===== config.mk =====
export PLATFORM = sky130hd
export DESIGN_NAME = spi_reg_device
export DESIGN_NICKNAME = d
export VERILOG_FILES = /design/src/rtl/spi_reg_device.sv
export SDC_FILE = /design/constraint.sdc
export NUM_CORES = 1
export LEC_CHECK = 0
export BUFFER_PORTS_ARGS = -buffer_cell sky130_fd_sc_hd__buf_2
export CAP_MARGIN = 40
export CORE_MARGIN = 2
export CORE_UTILIZATION = 50
export DETAILED_ROUTE_END_ITERATION = 12
export GPL_ROUTABILITY_DRIVEN = 0
export PLACE_DENSITY_LB_ADDON = 0.08
export SLEW_MARGIN = 20
export SYNTH_ARGS = -nofsm -noshare
export SYNTH_HDL_FRONTEND = slang
export SYNTH_SLANG_ARGS = --single-unit

===== constraint.sdc =====
create_clock -name clk -period 2.3 [get_ports clk]
set_input_delay 0.115 -clock clk [delete_from_list [all_inputs] [get_ports clk]]
set_output_delay 0.115 -clock clk [all_outputs]
set_load 0.03 [all_outputs]

===== src/rtl/spi_reg_device.sv =====
// SPI-style slave register file clocked by the system clock: decodes rw/address/data
// frames from cs/mosi, shifts read data out on miso, and exposes a combinational debug port.
module spi_reg_device #(
  parameter int ADDR_W = 4,
  parameter int DATA_W = 8
) (
  input  logic              clk,
  input  logic              rst,
  input  logic              cs,
  input  logic              mosi,
  output logic              miso,
  output logic              done,
  input  logic [ADDR_W-1:0] dbg_addr,
  output logic [DATA_W-1:0] dbg_data
);

  localparam int DEPTH = 1 << ADDR_W;
  localparam int MAX_W = (ADDR_W > DATA_W) ? ADDR_W : DATA_W;
  localparam int CNT_W = $clog2(MAX_W + 1);

  localparam logic [2:0] S_IDLE  = 3'd0;
  localparam logic [2:0] S_ADDR  = 3'd1;
  localparam logic [2:0] S_WDATA = 3'd2;
  localparam logic [2:0] S_RDATA = 3'd3;
  localparam logic [2:0] S_WAIT  = 3'd4;

  logic [2:0]        state;
  logic              rw;
  logic [ADDR_W-1:0] addr_sh;
  logic [DATA_W-1:0] data_sh;
  logic [CNT_W-1:0]  bit_cnt;
  logic [DATA_W-1:0] mem [DEPTH];

  logic [ADDR_W-1:0] addr_next;
  logic [DATA_W-1:0] data_next;
  logic              last_addr;
  logic              last_data;

  // Values as they will look once the bit sampled on this edge is shifted in.
  assign addr_next = {addr_sh[ADDR_W-2:0], mosi};
  assign data_next = {data_sh[DATA_W-2:0], mosi};
  assign last_addr = (bit_cnt == CNT_W'(ADDR_W - 1));
  assign last_data = (bit_cnt == CNT_W'(DATA_W - 1));

  // Old value is visible until the write edge, new value the cycle after.
  assign dbg_data = mem[dbg_addr];

  always_ff @(posedge clk) begin
    if (rst) begin
      state   <= S_IDLE;
      rw      <= 1'b0;
      addr_sh <= '0;
      data_sh <= '0;
      bit_cnt <= '0;
      miso    <= 1'b0;
      done    <= 1'b0;
      // NOTE: the register file is built from flops so it can be cleared by reset;
      // a RAM macro would keep stale contents and break the reset behaviour.
      for (int i = 0; i < DEPTH; i++) begin
        mem[i] <= '0;
      end
    end else begin
      // NOTE: done is defaulted low every cycle, so a single assignment below is a one-cycle pulse.
      done <= 1'b0;
      case (state)
        S_IDLE: begin
          if (!cs) begin
            rw      <= mosi;
            bit_cnt <= '0;
            state   <= S_ADDR;
          end
        end

        S_ADDR: begin
          if (cs) begin
            state <= S_IDLE;
          end else begin
            addr_sh <= addr_next;
            if (last_addr) begin
              bit_cnt <= '0;
              if (rw) begin
                state <= S_WDATA;
              end else begin
                // miso is registered, so the first read bit is presented right after the address.
                data_sh <= mem[addr_next];
                miso    <= mem[addr_next][DATA_W-1];
                state   <= S_RDATA;
              end
            end else begin
              bit_cnt <= bit_cnt + CNT_W'(1);
            end
          end
        end

        S_WDATA: begin
          if (cs) begin
            state <= S_IDLE;
          end else begin
            data_sh <= data_next;
            if (last_data) begin
              mem[addr_sh] <= data_next;
              done         <= 1'b1;
              state        <= S_WAIT;
            end else begin
              bit_cnt <= bit_cnt + CNT_W'(1);
            end
          end
        end

        S_RDATA: begin
          if (cs) begin
            miso  <= 1'b0;
            state <= S_IDLE;
          end else begin
            data_sh <= data_sh << 1;
            if (last_data) begin
              miso  <= 1'b0;
              done  <= 1'b1;
              state <= S_WAIT;
            end else begin
              miso    <= data_sh[DATA_W-2];
              bit_cnt <= bit_cnt + CNT_W'(1);
            end
          end
        end

        S_WAIT: begin
          if (cs) begin
            state <= S_IDLE;
          end
        end

        default: begin
          miso  <= 1'b0;
          state <= S_IDLE;
        end
      endcase
    end
  end

endmodule


==> results of run 1 <==
-- metal layers --
layer,up-vias,wire [um]
met5,-,0
met1,2780,9270
met3,52,1682
met2,241,10520
li1,2376,-
met4,0,812
-- registers in the layout, indices dropped and copies added, names as in the netlist --
name and flops:
miso 1, addr_sh 4, done 1, bit_cnt 4, state 3, data_sh 7
rw 1, mem 128
-- cell usage in the layout (no fill, tap or decap), types with 3 or more instances in the layout --
cell / n
sky130_fd_sc_hd__nand3_1: 11
sky130_fd_sc_hd__a21oi_1: 14
sky130_fd_sc_hd__mux2_2: 6
sky130_fd_sc_hd__dfxtp_1: 20
sky130_fd_sc_hd__nor2b_1: 5
sky130_fd_sc_hd__a211oi_1: 5
sky130_fd_sc_hd__nor4_2: 4
sky130_fd_sc_hd__mux4_1: 16
sky130_fd_sc_hd__a32oi_1: 3
sky130_fd_sc_hd__nor3_1: 14
sky130_fd_sc_hd__a311oi_1: 4
sky130_fd_sc_hd__inv_6: 4
sky130_fd_sc_hd__or3_1: 5
sky130_fd_sc_hd__inv_1: 6
sky130_fd_sc_hd__clkinvlp_4: 4
sky130_fd_sc_hd__o211ai_1: 3
sky130_fd_sc_hd__a31oi_1: 4
sky130_fd_sc_hd__a22oi_1: 5
sky130_fd_sc_hd__o21ai_0: 7
sky130_fd_sc_hd__or2_4: 5
sky130_fd_sc_hd__edfxtp_1: 128
sky130_fd_sc_hd__clkbuf_16: 17
sky130_fd_sc_hd__nor4_1: 5
sky130_fd_sc_hd__nand2_1: 14
sky130_fd_sc_hd__buf_4: 56
sky130_fd_sc_hd__buf_12: 3
sky130_fd_sc_hd__and2_1: 117
sky130_fd_sc_hd__mux4_2: 47
sky130_fd_sc_hd__nor3_2: 5
sky130_fd_sc_hd__mux2i_1: 15
sky130_fd_sc_hd__or2_1: 10
sky130_fd_sc_hd__buf_2: 17
sky130_fd_sc_hd__nor2_1: 32
-- report_power, final --
| group | total [mW] | internal (mW) | switching [mW] |
|---|---|---|---|
| Clock | 2.69 | 1.51 | 1.18 |
| Sequential | 3.09 | 3.02 | 0.0675 |
| Combinational | 0.679 | 0.289 | 0.390 |
| Total | 6.46 | 4.82 | 1.64 |
-- how the worst min path moves through the flow --
stage / slack, ns / depth (start not counted) / start / to
6_report: 0.03 / 2 / cs / state[2]
5_1_grt: 0.04 / 2 / cs / state[2]
4_1_cts: 0.007 / 2 / cs / state[2]
3_5_place_dp: 0.45 / 2 / cs / state[2]
3_3_place_gp: 0.43 / 2 / cs / state[2]
2_1_floorplan: 0.34 / 2 / cs / state[2]
-- timing repair --
item | CTS | global route
resized for setup | 2 | 5
setup endpoints to repair | 16 | 46
hold buffers | 0 | 0
-- cells in the mapped netlist (4+ instances only) --
master	n
sky130_fd_sc_hd__a31oi_1	4
sky130_fd_sc_hd__nor4_1	5
sky130_fd_sc_hd__dfxtp_1	21
sky130_fd_sc_hd__mux4_1	16
sky130_fd_sc_hd__buf_2	6
sky130_fd_sc_hd__o21ai_0	7
sky130_fd_sc_hd__and2_1	117
sky130_fd_sc_hd__mux2i_1	15
sky130_fd_sc_hd__a21oi_1	14
sky130_fd_sc_hd__nand3_1	11
sky130_fd_sc_hd__nand2_1	14
sky130_fd_sc_hd__nor3_1	14
sky130_fd_sc_hd__nor2_1	32
sky130_fd_sc_hd__mux4_2	47
sky130_fd_sc_hd__clkbuf_1	20
sky130_fd_sc_hd__nor2b_1	5
sky130_fd_sc_hd__inv_1	6
sky130_fd_sc_hd__nor3_2	5
sky130_fd_sc_hd__a211oi_1	5
sky130_fd_sc_hd__edfxtp_1	128
sky130_fd_sc_hd__mux2_2	6
sky130_fd_sc_hd__or3_1	5
sky130_fd_sc_hd__or2_1	16
sky130_fd_sc_hd__a22oi_1	5
sky130_fd_sc_hd__nor4_2	4
sky130_fd_sc_hd__a311oi_1	4
sky130_fd_sc_hd__clkbuf_8	7
sky130_fd_sc_hd__buf_6	5
-- per-stage QoR --
stage | setup TNS [ns] | power [mW] | area [um2] | setup WS (ns)
3_5_place_dp | -0.2359 | 3.807 | 8726 | -0.02961
3_3_place_gp | 0 | 3.797 | 8726 | 0.04658
5_1_grt | -0.2018 | 6.639 | 9313 | -0.01917
2_1_floorplan | 0 | 3.572 | 8187 | 0.1908
6_report | 0 | 6.456 | 9313 | 0.08673
4_1_cts | 0 | 6.463 | 9299 | 0.0007632
-- critical path, cell delays in order (launching register included) --
cell,delay (ns)
sky130_fd_sc_hd__edfxtp_1,0.45
sky130_fd_sc_hd__mux4_2,0.52
sky130_fd_sc_hd__mux4_2,0.50
sky130_fd_sc_hd__buf_2,0.20
-- kinds of logic (layout without fill, tap and decap cells) --
| family | Yosys count | after routing | synth area share [%] |
|---|---|---|---|
| and+or+nand+nor | 244 | 244 | 17.84 |
| DFF | 149 | 149 | 52.09 |
| muxes | 85 | 85 | 21.03 |
| AOI/OAI and AO/OA | 57 | 57 | 4.784 |
| buffers and inverters | 50 | 115 | 4.004 |
| adders and majority gates | 1 | 1 | 0.1528 |
| xor gates and xnor gates | 1 | 1 | 0.1070 |
-- layout make-up --
cell class	instances	area share, %
Clock inverter	15	1.559
Multi-Input combinational cell	388	38.73
Inverter	6	0.2418
Clock buffer	17	4.568
Tap cell	216	2.902
Sequential cell	149	45.80
Timing Repair Buffer	77	6.194
==> results.yml, run 1 <==
logic_synthesis:
  synth.top_cells.by_area: "sky130_fd_sc_hd__edfxtp_1 47%, sky130_fd_sc_hd__mux4_2 13%, sky130_fd_sc_hd__and2_1 8.9%"
  syn_avg_cell_area_um2: 13.95
  synth-warning-count: 0
  yosys.area.top_type: "sky130_fd_sc_hd__edfxtp_1"
  synth_cell_types: 58
  mappedNetlistArea_um2: 8187
  area_fraction_of_the_dominant_cell_type_after_synthesis_pct: 46.95
  number_of_enable_flip_flop_cells_after_synthesis: 128
  postSynthRegisterBits: 149
  asyncSetResetFlopFracSynth_pct: 0
  postSynth.topFlopCell: "sky130_fd_sc_hd__edfxtp_1"
  ys_seq_area_share_pct: 52.09
  syn_nets: 596
  netlist_instances: 587
route:
  vias_per_cell: 6.278
  vias_after_detailed_routing: 5449
  route.detailed.drc: 0
  route.antenna.remaining_nets: 0
  wl_um: 22290
  drtPass1Iterations: 5
  drtIter0Drc: 554
  wl_per_cell_um: 25.68
setup_path:
  cp-end-kind: "output pin"
  crit_arrival_ns: 2.10
  path_class: "flop to output pin"
  rr_worst_depth: 6
  critical_path.endpoint: "dbg_data[0]"
  crit-reg2reg-launch: "addr_sh[1]"
  r2r_slack_ns: 0.09
  worstSetupStartpoint: "mem[12][0]"
  required_ns: 2.18
  worst-path-max-fanout: 2
  setup.worst_path.start_class: "flop"
  worst_r2r_endpoint: "data_sh[6]"
timing:
  post-route-period-util_pct: 96.23
  rsz0062_at_grt: "true"
  worst_pin_slew_ns: 0.6504
  setup-violations-final: 0
  final.min_clock_period_ns: 2.213
  worst_slew_margin_rel_pct: 56.48
  final_skew_ns: 0.01082
  hold_slack_ns: 0.02638
  final_max_slew_viol_count: 0
  timing.fmax_ghz: 0.4518
  finalHoldViolations: 0
cts:
  clk_pin_slew_ns: 0.07
  cts_htree_levels: 4
  cts_made_buffers: 17
  postCtsSetupBuffers: 0
  cts.sinks: 149
  clock_tree_from_tritoncts: "yes"
  cts_root_buffer: "sky130_fd_sc_hd__clkbuf_16"
  cts_buffer_depth: 2
  clk-insertion-delay-late_ns: 0.43
floorplan:
  start_util_pct: 51.35
  die_h_um: 132.0
  pin_count: 18
  rows: 46
  core_um2: 15940
  dieArea_um2: 17410
  dieWidth_um: 132.0
place:
  placed_cells: 836
  buffer_ports.inserted: 17
  dp.final_hpwl_um: 16420
finish:
  layout-area-overhead-vs-synth_pct: 13.76
  fin_cells: 868
  finalCoreUtilization_pct: 58.41
  layout-drive-gt1-share_pct: 28.22
  layout.nets: 648
  insertedDiodeCount: 0
  multi_input_comb_area_um2: 3607
  ff_latch_area_um2: 4265
  filler_cells: 1246
global_routing:
  globalRouteMet2Util_pct: 41.46
  grt_max_degree: 37
  grt_overflow: 0
  grt_pass1_vias: 5468
  global_route_met1_usage_pct: 37.29
  gr-usage-met3_pct: 5.459
  grt_first_pass_wirelength_um: 33820
  gr-max-usage-layer: "met2"
  combined_global_route_utilization_of_all_metal_layers_pct: 26.76
  initial_antenna_violation_count: 0
power_and_ir_drop:
  powerDensity_nw_per_um2: 693.2
  pleak_nw: 3.322
  power.ir.vdd_worst_mv: 0.5280
hold_path:
  hold_path.class: "input port to flop"
run_status:
  status: "completed"
run:
  cap_viol_max_count: 0
(Power assumes the default switching activity.)
==> run 2: changes to the inputs <==
--- a/config.mk
+++ b/config.mk
@@ -5,6 +5,7 @@
 export SDC_FILE = /design/constraint.sdc
 export NUM_CORES = 1
 export LEC_CHECK = 0
+export ABC_AREA = 1
 export BUFFER_PORTS_ARGS = -buffer_cell sky130_fd_sc_hd__buf_2
 export CAP_MARGIN = 40
 export CORE_MARGIN = 2
==> run 2 against run 1 <==
Compared with the run above:
- the flow now finishes with violations (hold timing)
- clock-buffer cell count increased by 1
- die area decreased by 1.1%
- clock power is 16% higher
- clock skew decreased by 0.0044 ns
- final cell count grew 38%
- hold slack worse by 0.030 ns
- critical path depth increased by 5
- core utilization about the same
- power increased by 32%
- via count up 29%
- critical endpoint is now mem[0][0]
==> results.yml, run 2 <==
setup_path:
  critical_path.endpoint: "mem[0][0]"
  crit-reg2reg-launch: "bit_cnt[0]"
  crit_chain: "ha_1 > nand3_1 > nor3_4 > nand2_1 > clkinv_2 > buf_12 > nand3_4 > nand2_1"
  required_ns: 2.39
  path_class: "flop to flop"
  critical-path-slowest-cell: "sky130_fd_sc_hd__dfxtp_1"
  worst-path-max-fanout: 8
  r2r_slack_ns: 0.12
  worst_r2r_endpoint: "mem[0][0]"
  worst_path_largest_cell_delay_ns: 0.37
  setup.worst_path.start_class: "flop"
  worstSetupStartpoint: "bit_cnt[0]"
  rr_worst_depth: 8
  buf_inv_on_cp: 2
  path_common_cell: "sky130_fd_sc_hd__nand2_1"
  crit_arrival_ns: 2.27
  critical-path-top-delay-family: "simple AND/OR/NAND/NOR gates"
  cp-end-kind: "flop"
  cell_count_along_the_critical_path: 8
route:
  drtIter0Drc: 852
  route.antenna.remaining_nets: 0
  wl_per_cell_um: 20.88
  vias_after_detailed_routing: 7020
  route.detailed.drc: 0
  wl_um: 24950
  vias_per_cell: 5.874
  drtPass1Iterations: 6
logic_synthesis:
  synth.top_cells.by_area: "sky130_fd_sc_hd__edfxtp_1 47%, sky130_fd_sc_hd__nor2_1 9.0%, sky130_fd_sc_hd__o21ai_0 7.2%"
  area_fraction_of_the_dominant_cell_type_after_synthesis_pct: 47.49
  cell_with_the_most_instances_after_synthesis: "sky130_fd_sc_hd__nor2_1"
  number_of_enable_flip_flop_cells_after_synthesis: 128
  mappedNetlistArea_um2: 8094
  synth.cells.most_frequent: "195 x sky130_fd_sc_hd__nor2_1, 135 x sky130_fd_sc_hd__nand2_1, 128 x sky130_fd_sc_hd__edfxtp_1, 117 x sky130_fd_sc_hd__o21ai_0, 86 x sky130_fd_sc_hd__inv_1"
  asyncSetResetFlopFracSynth_pct: 0
  ys_seq_area_share_pct: 52.68
  netlist_instances: 947
  postSynthRegisterBits: 149
  yosys.area.top_type: "sky130_fd_sc_hd__edfxtp_1"
  synth_cell_types: 33
  postSynth.topFlopCell: "sky130_fd_sc_hd__edfxtp_1"
  synth-warning-count: 0
  syn_nets: 956
  syn_avg_cell_area_um2: 8.547
floorplan:
  dieWidth_um: 131.2
  die_h_um: 131.2
  rows: 46
  core_um2: 15830
  pin_count: 18
  dieArea_um2: 17220
  start_util_pct: 51.14
cts:
  cts_made_buffers: 17
  cts_htree_levels: 4
  postCtsSetupBuffers: 0
  cts_buffer_depth: 2
  cts.sinks: 149
  clk_pin_slew_ns: 0.06
  clock_tree_from_tritoncts: "yes"
  clk-insertion-delay-late_ns: 0.42
  cts_root_buffer: "sky130_fd_sc_hd__clkbuf_16"
timing:
  tns_ns: 0
  setup-violations-final: 0
  rsz0062_at_grt: "false"
  final_critical_path_setup_slack_ns: 0.1226
  worst_pin_slew_ns: 0.6318
  worst_slew_margin_rel_pct: 57.78
  final_max_slew_viol_count: 0
  timing.fmax_ghz: 0.4593
  finalHoldViolations: 1
  final.min_clock_period_ns: 2.177
  post-route-period-util_pct: 94.67
  hold_slack_ns: -0.003276
  final_skew_ns: 0.006430
finish:
  insertedDiodeCount: 0
  largest_registers: "mem x128, data_sh x7"
  fin_cells: 1195
  filler_cells: 1410
  layout.nets: 975
  most-common-layout-cells: "194 x sky130_fd_sc_hd__nor2_1, 130 x sky130_fd_sc_hd__nand2_1, 128 x sky130_fd_sc_hd__edfxtp_1, 117 x sky130_fd_sc_hd__o21ai_0, 85 x sky130_fd_sc_hd__inv_1"
  layout-drive-gt1-share_pct: 12.36
  layout-area-overhead-vs-synth_pct: 14.28
  registers.top_by_ff_count: "mem"
  layout_commonest_cell: "sky130_fd_sc_hd__nor2_1"
  largest_reg_flops: 128
global_routing:
  combined_global_route_utilization_of_all_metal_layers_pct: 29.30
  grt_first_pass_wirelength_um: 37890
  grt_max_degree: 88
  initial_antenna_violation_count: 1
  grt_overflow: 0
  grt_pass1_vias: 6558
power_and_ir_drop:
  pleak_nw: 3.570
  power.ir.vdd_worst_mv: 0.6854
  powerDensity_nw_per_um2: 924.5
hold_path:
  hold_path.class: "input port to flop"
  holdPathStages: 2
place:
  dpl_worst_slack_ns: 0.01410
  buffer_ports.inserted: 17
  dp.final_hpwl_um: 17240
  placed_cells: 1163
run:
  cap_viol_max_count: 0
run_status:
  status: "finished, violations left"
  violations: "hold timing"
## run 2: worst register-to-register path: cells and delay by family (launching register included)
kind / cells / cell delay (ns)
buf+inv: 2 / 0.41
flops: 1 / 0.37
simple gates: 5 / 0.85
fa+ha+maj: 1 / 0.23
## run 2: worst min-delay path by stage
stage | start | to | slack [ns]
after CTS | rst | miso | 0.001
after floorplan | cs | done | 0.29
after global placement | rst | bit_cnt[1] | 0.44
after global routing | rst | done | 0.01
final | rst | miso | -0.003
after detailed placement | rst | miso | 0.45
## run 2: kinds of logic (layout without fill, tap and decap cells)
group,after synthesis,after routing,share of synthesized area (%)
buf+inv,153,185,7.930
compound gates,249,249,17.04
mux,13,13,1.608
fa+ha+maj,1,1,0.1546
simple gates,381,381,20.48
flops,149,149,52.68
xor+xnor,1,1,0.1082
## run 2: cell type report
| class | instances | area, um2 | share of cell area [%] |
|---|---|---|---|
| sequential | 149 | 4264 | 46.10 |
| multi-input combinational | 645 | 3203 | 34.63 |
| timing repair buffer | 61 | 505.5 | 5.465 |
| clock buffer | 18 | 429.2 | 4.640 |
| inverter | 92 | 346.6 | 3.747 |
| tap | 216 | 270.3 | 2.922 |
| clock inverter | 14 | 231.5 | 2.502 |
## run 2: per-stage QoR
stage	area, um2	power, mW	utilization [%]
final	9250	8.552	58.44
after global routing	9250	8.860	58.44
after CTS	9236	8.505	58.36
after detailed placement	8576	5.413	54.18
after global placement	8576	5.370	54.18
after floorplan	8094	4.552	-
## run 2: layer usage
metal / GRT usage (%) / share of wire, % / wire (um) / up-vias
met1: 41.95 / 43 / 10610 / 3338
met3: 5.980 / 9.9 / 2470 / 44
met2: 44.91 / 46 / 11410 / 378
li1: - / - / - / 3258
met5: 0 / 0.052 / 13 / -
met4: 9.481 / 1.8 / 447 / 2
## run 2: timing repair
action | 4_1_cts | 5_1_grt
gates resized for setup | 0 | 6
setup endpoints to repair | 0 | 112
hold buffers | 0 | 0
## run 2: power breakdown
group / switching [mW] / leakage (nW) / total, mW / internal [mW]
Combinational: 1.59 / 1.76 / 2.15 / 0.557
Sequential: 0.159 / 1.49 / 3.27 / 3.11
Clock: 1.10 / 0.319 / 3.13 / 2.03
==> run 3: changes to the inputs <==
--- a/config.mk
+++ b/config.mk
@@ -5,12 +5,12 @@
 export SDC_FILE = /design/constraint.sdc
 export NUM_CORES = 1
 export LEC_CHECK = 0
-export ABC_AREA = 1
-export BUFFER_PORTS_ARGS = -buffer_cell sky130_fd_sc_hd__buf_2
+export ABC_AREA = 0
 export CAP_MARGIN = 40
 export CORE_MARGIN = 2
 export CORE_UTILIZATION = 50
 export DETAILED_ROUTE_END_ITERATION = 12
+export DONT_BUFFER_PORTS = 1
 export GPL_ROUTABILITY_DRIVEN = 0
 export PLACE_DENSITY_LB_ADDON = 0.08
 export SLEW_MARGIN = 20
==> constraint.sdc (replaced) <==
create_clock -name clk -period 2.5 [get_ports clk]
set_input_delay 0.125 -clock clk [delete_from_list [all_inputs] [get_ports clk]]
set_output_delay 0.125 -clock clk [all_outputs]
set_load 0.03 [all_outputs]
==> run 3 against run 2 <==
Compared with the run above:
- the flow now finishes without violations
- final area is 1.6% lower
- die area up 1.1%
- sequential power down 13%
- critical path depth decreased by 3
- clock skew grew 0.0019 ns
- critical endpoint is now mem[12][4]
==> results.yml, run 3 (synthesis gave the netlist of run 1 again) <==
cts:
  clock_tree_from_tritoncts: "yes"
  cts_root_buffer: "sky130_fd_sc_hd__clkbuf_16"
  cts_buffer_depth: 2
  cts_htree_levels: 4
  clk_pin_slew_ns: 0.06
  cts.sinks: 149
  clk-insertion-delay-late_ns: 0.43
  cts_made_buffers: 17
  postCtsSetupBuffers: 0
  post_cts_resized: 0
floorplan:
  dieArea_um2: 17410
  rows: 46
  core_um2: 15940
  die_h_um: 132.0
  pin_count: 18
  dieWidth_um: 132.0
  start_util_pct: 51.35
setup_path:
  rr_worst_depth: 5
  worst_path_largest_cell_delay_ns: 0.52
  crit_arrival_ns: 2.39
  critical_path.endpoint: "mem[12][4]"
  crit_chain: "ha_1 > nand3b_1 > or3_1 > nor2_1 > or2_1"
  required_ns: 2.59
  cp-end-kind: "flop"
  r2r_slack_ns: 0.19
  setup.worst_path.start_class: "flop"
  cell_count_along_the_critical_path: 5
  critical-path-top-delay-family: "simple AND/OR/NAND/NOR gates"
  path_class: "flop to flop"
  critical-path-slowest-cell: "sky130_fd_sc_hd__or3_1"
  worst-path-max-fanout: 8
  crit-reg2reg-launch: "bit_cnt[0]"
  worstSetupStartpoint: "bit_cnt[0]"
  worst_r2r_endpoint: "mem[12][4]"
  buf_inv_on_cp: 0
global_routing:
  grt_overflow: 0
  grt_pass1_vias: 5259
  combined_global_route_utilization_of_all_metal_layers_pct: 27.65
  initial_antenna_violation_count: 1
  grt_first_pass_wirelength_um: 34490
  grt_max_degree: 33
finish:
  registers.top_by_ff_count: "mem"
  largest_reg_flops: 128
  layout.nets: 619
  filler_cells: 1318
  most-common-layout-cells: "128 x sky130_fd_sc_hd__edfxtp_1, 117 x sky130_fd_sc_hd__and2_1, 47 x sky130_fd_sc_hd__mux4_2, 43 x sky130_fd_sc_hd__buf_4, 32 x sky130_fd_sc_hd__nor2_1"
  layout-drive-gt1-share_pct: 22.79
  layout-area-overhead-vs-synth_pct: 11.23
  insertedDiodeCount: 0
  post-route-cell-area_um2: 9106
  largest_registers: "mem x128, data_sh x7"
  layout_commonest_cell: "sky130_fd_sc_hd__edfxtp_1"
  finalCoreUtilization_pct: 57.12
  fin_cells: 839
  ff_latch_area_um2: 4265
  multi_input_comb_area_um2: 3595
timing:
  final.min_clock_period_ns: 2.305
  hold_slack_ns: 0.02343
  final_critical_path_setup_slack_ns: 0.1948
  tns_ns: 0
  worst_slew_margin_rel_pct: 51.57
  timing.fmax_ghz: 0.4338
  setup-violations-final: 0
  final_max_slew_viol_count: 0
  post-route-period-util_pct: 92.21
  finalHoldViolations: 0
  final_skew_ns: 0.008377
  rsz0062_at_grt: "false"
  worst_pin_slew_ns: 0.7255
run_status:
  status: "completed"
route:
  vias_per_cell: 6.431
  drtIter0Drc: 661
  vias_after_detailed_routing: 5396
  wl_um: 23000
  wl_per_cell_um: 27.41
  drtPass1Iterations: 5
  route.antenna.remaining_nets: 0
  route.detailed.drc: 0
place:
  buffer_ports.inserted: 0
  dpl_worst_slack_ns: 0.2159
  placed_cells: 802
  postPlaceCellArea_um2: 8476
  dp.final_hpwl_um: 16380
power_and_ir_drop:
  pleak_nw: 3.180
  powerDensity_nw_per_um2: 650.8
  post-layout-total-power_mw: 5.927
  power.ir.vdd_worst_mv: 0.4680
hold_path:
  worst_hold_startpoint: "rst"
  hold_path.class: "input port to flop"
run:
  cap_viol_max_count: 0
==> run 3: changes by cell type in the layout (fill, tap and decap cells not counted), sizes merged, moves of 64 or more <==
cell,change
and2,+117
inv,-78
mux4,+64
nand2,-124
nor2,-165
o21ai,-118
==> run 3: routing by layer <==
metal  track usage [%]  routed length [um]  vias to the layer above
li1                  -                   -                     2319
met1             38.49                9364                     2767
met2             44.24               11140                      270
met3             5.421                1962                       40
met4             8.696                 532                        0
met5                 0                   0                        -
==> run 3: how the worst min path moves through the flow <==
stage                 end  slack [ns]  cells after the start
4_1_cts         mem[4][4]       0.006                      1
2_1_floorplan    state[2]        0.35                      2
3_3_place_gp   addr_sh[1]        0.20                      1
6_report        mem[4][4]        0.02                      1
3_5_place_dp   addr_sh[1]        0.20                      1
5_1_grt         mem[4][4]        0.03                      1
==> run 3: cell type report <==
type / instances / share of cell area, %
multi-input combinational: 388 / 39.48
clock buffer: 19 / 4.754
timing repair buffer: 48 / 4.108
sequential: 149 / 46.84
inverter: 6 / 0.2473
tap: 216 / 2.968
clock inverter: 13 / 1.608
==> run 3: power by group <==
| group | switching [mW] | total (mW) | internal, mW |
|---|---|---|---|
| logic | 0.297 | 0.531 | 0.234 |
| registers | 0.0720 | 2.85 | 2.78 |
| clock network | 1.06 | 2.55 | 1.48 |
| total | 1.43 | 5.93 | 4.50 |
==> run 3: what timing repair did <==
item,4_1_cts,5_1_grt
hold buffers,4,0
hold endpoints to repair,25,0
setup endpoints to repair,0,0
==> run 3: worst register-to-register path: stages, from the launching register on <==
cell                       delay, ns
sky130_fd_sc_hd__dfxtp_1        0.38
sky130_fd_sc_hd__ha_1           0.25
sky130_fd_sc_hd__nand3b_1       0.18
sky130_fd_sc_hd__or3_1          0.53
sky130_fd_sc_hd__nor2_1         0.28
sky130_fd_sc_hd__or2_1          0.36
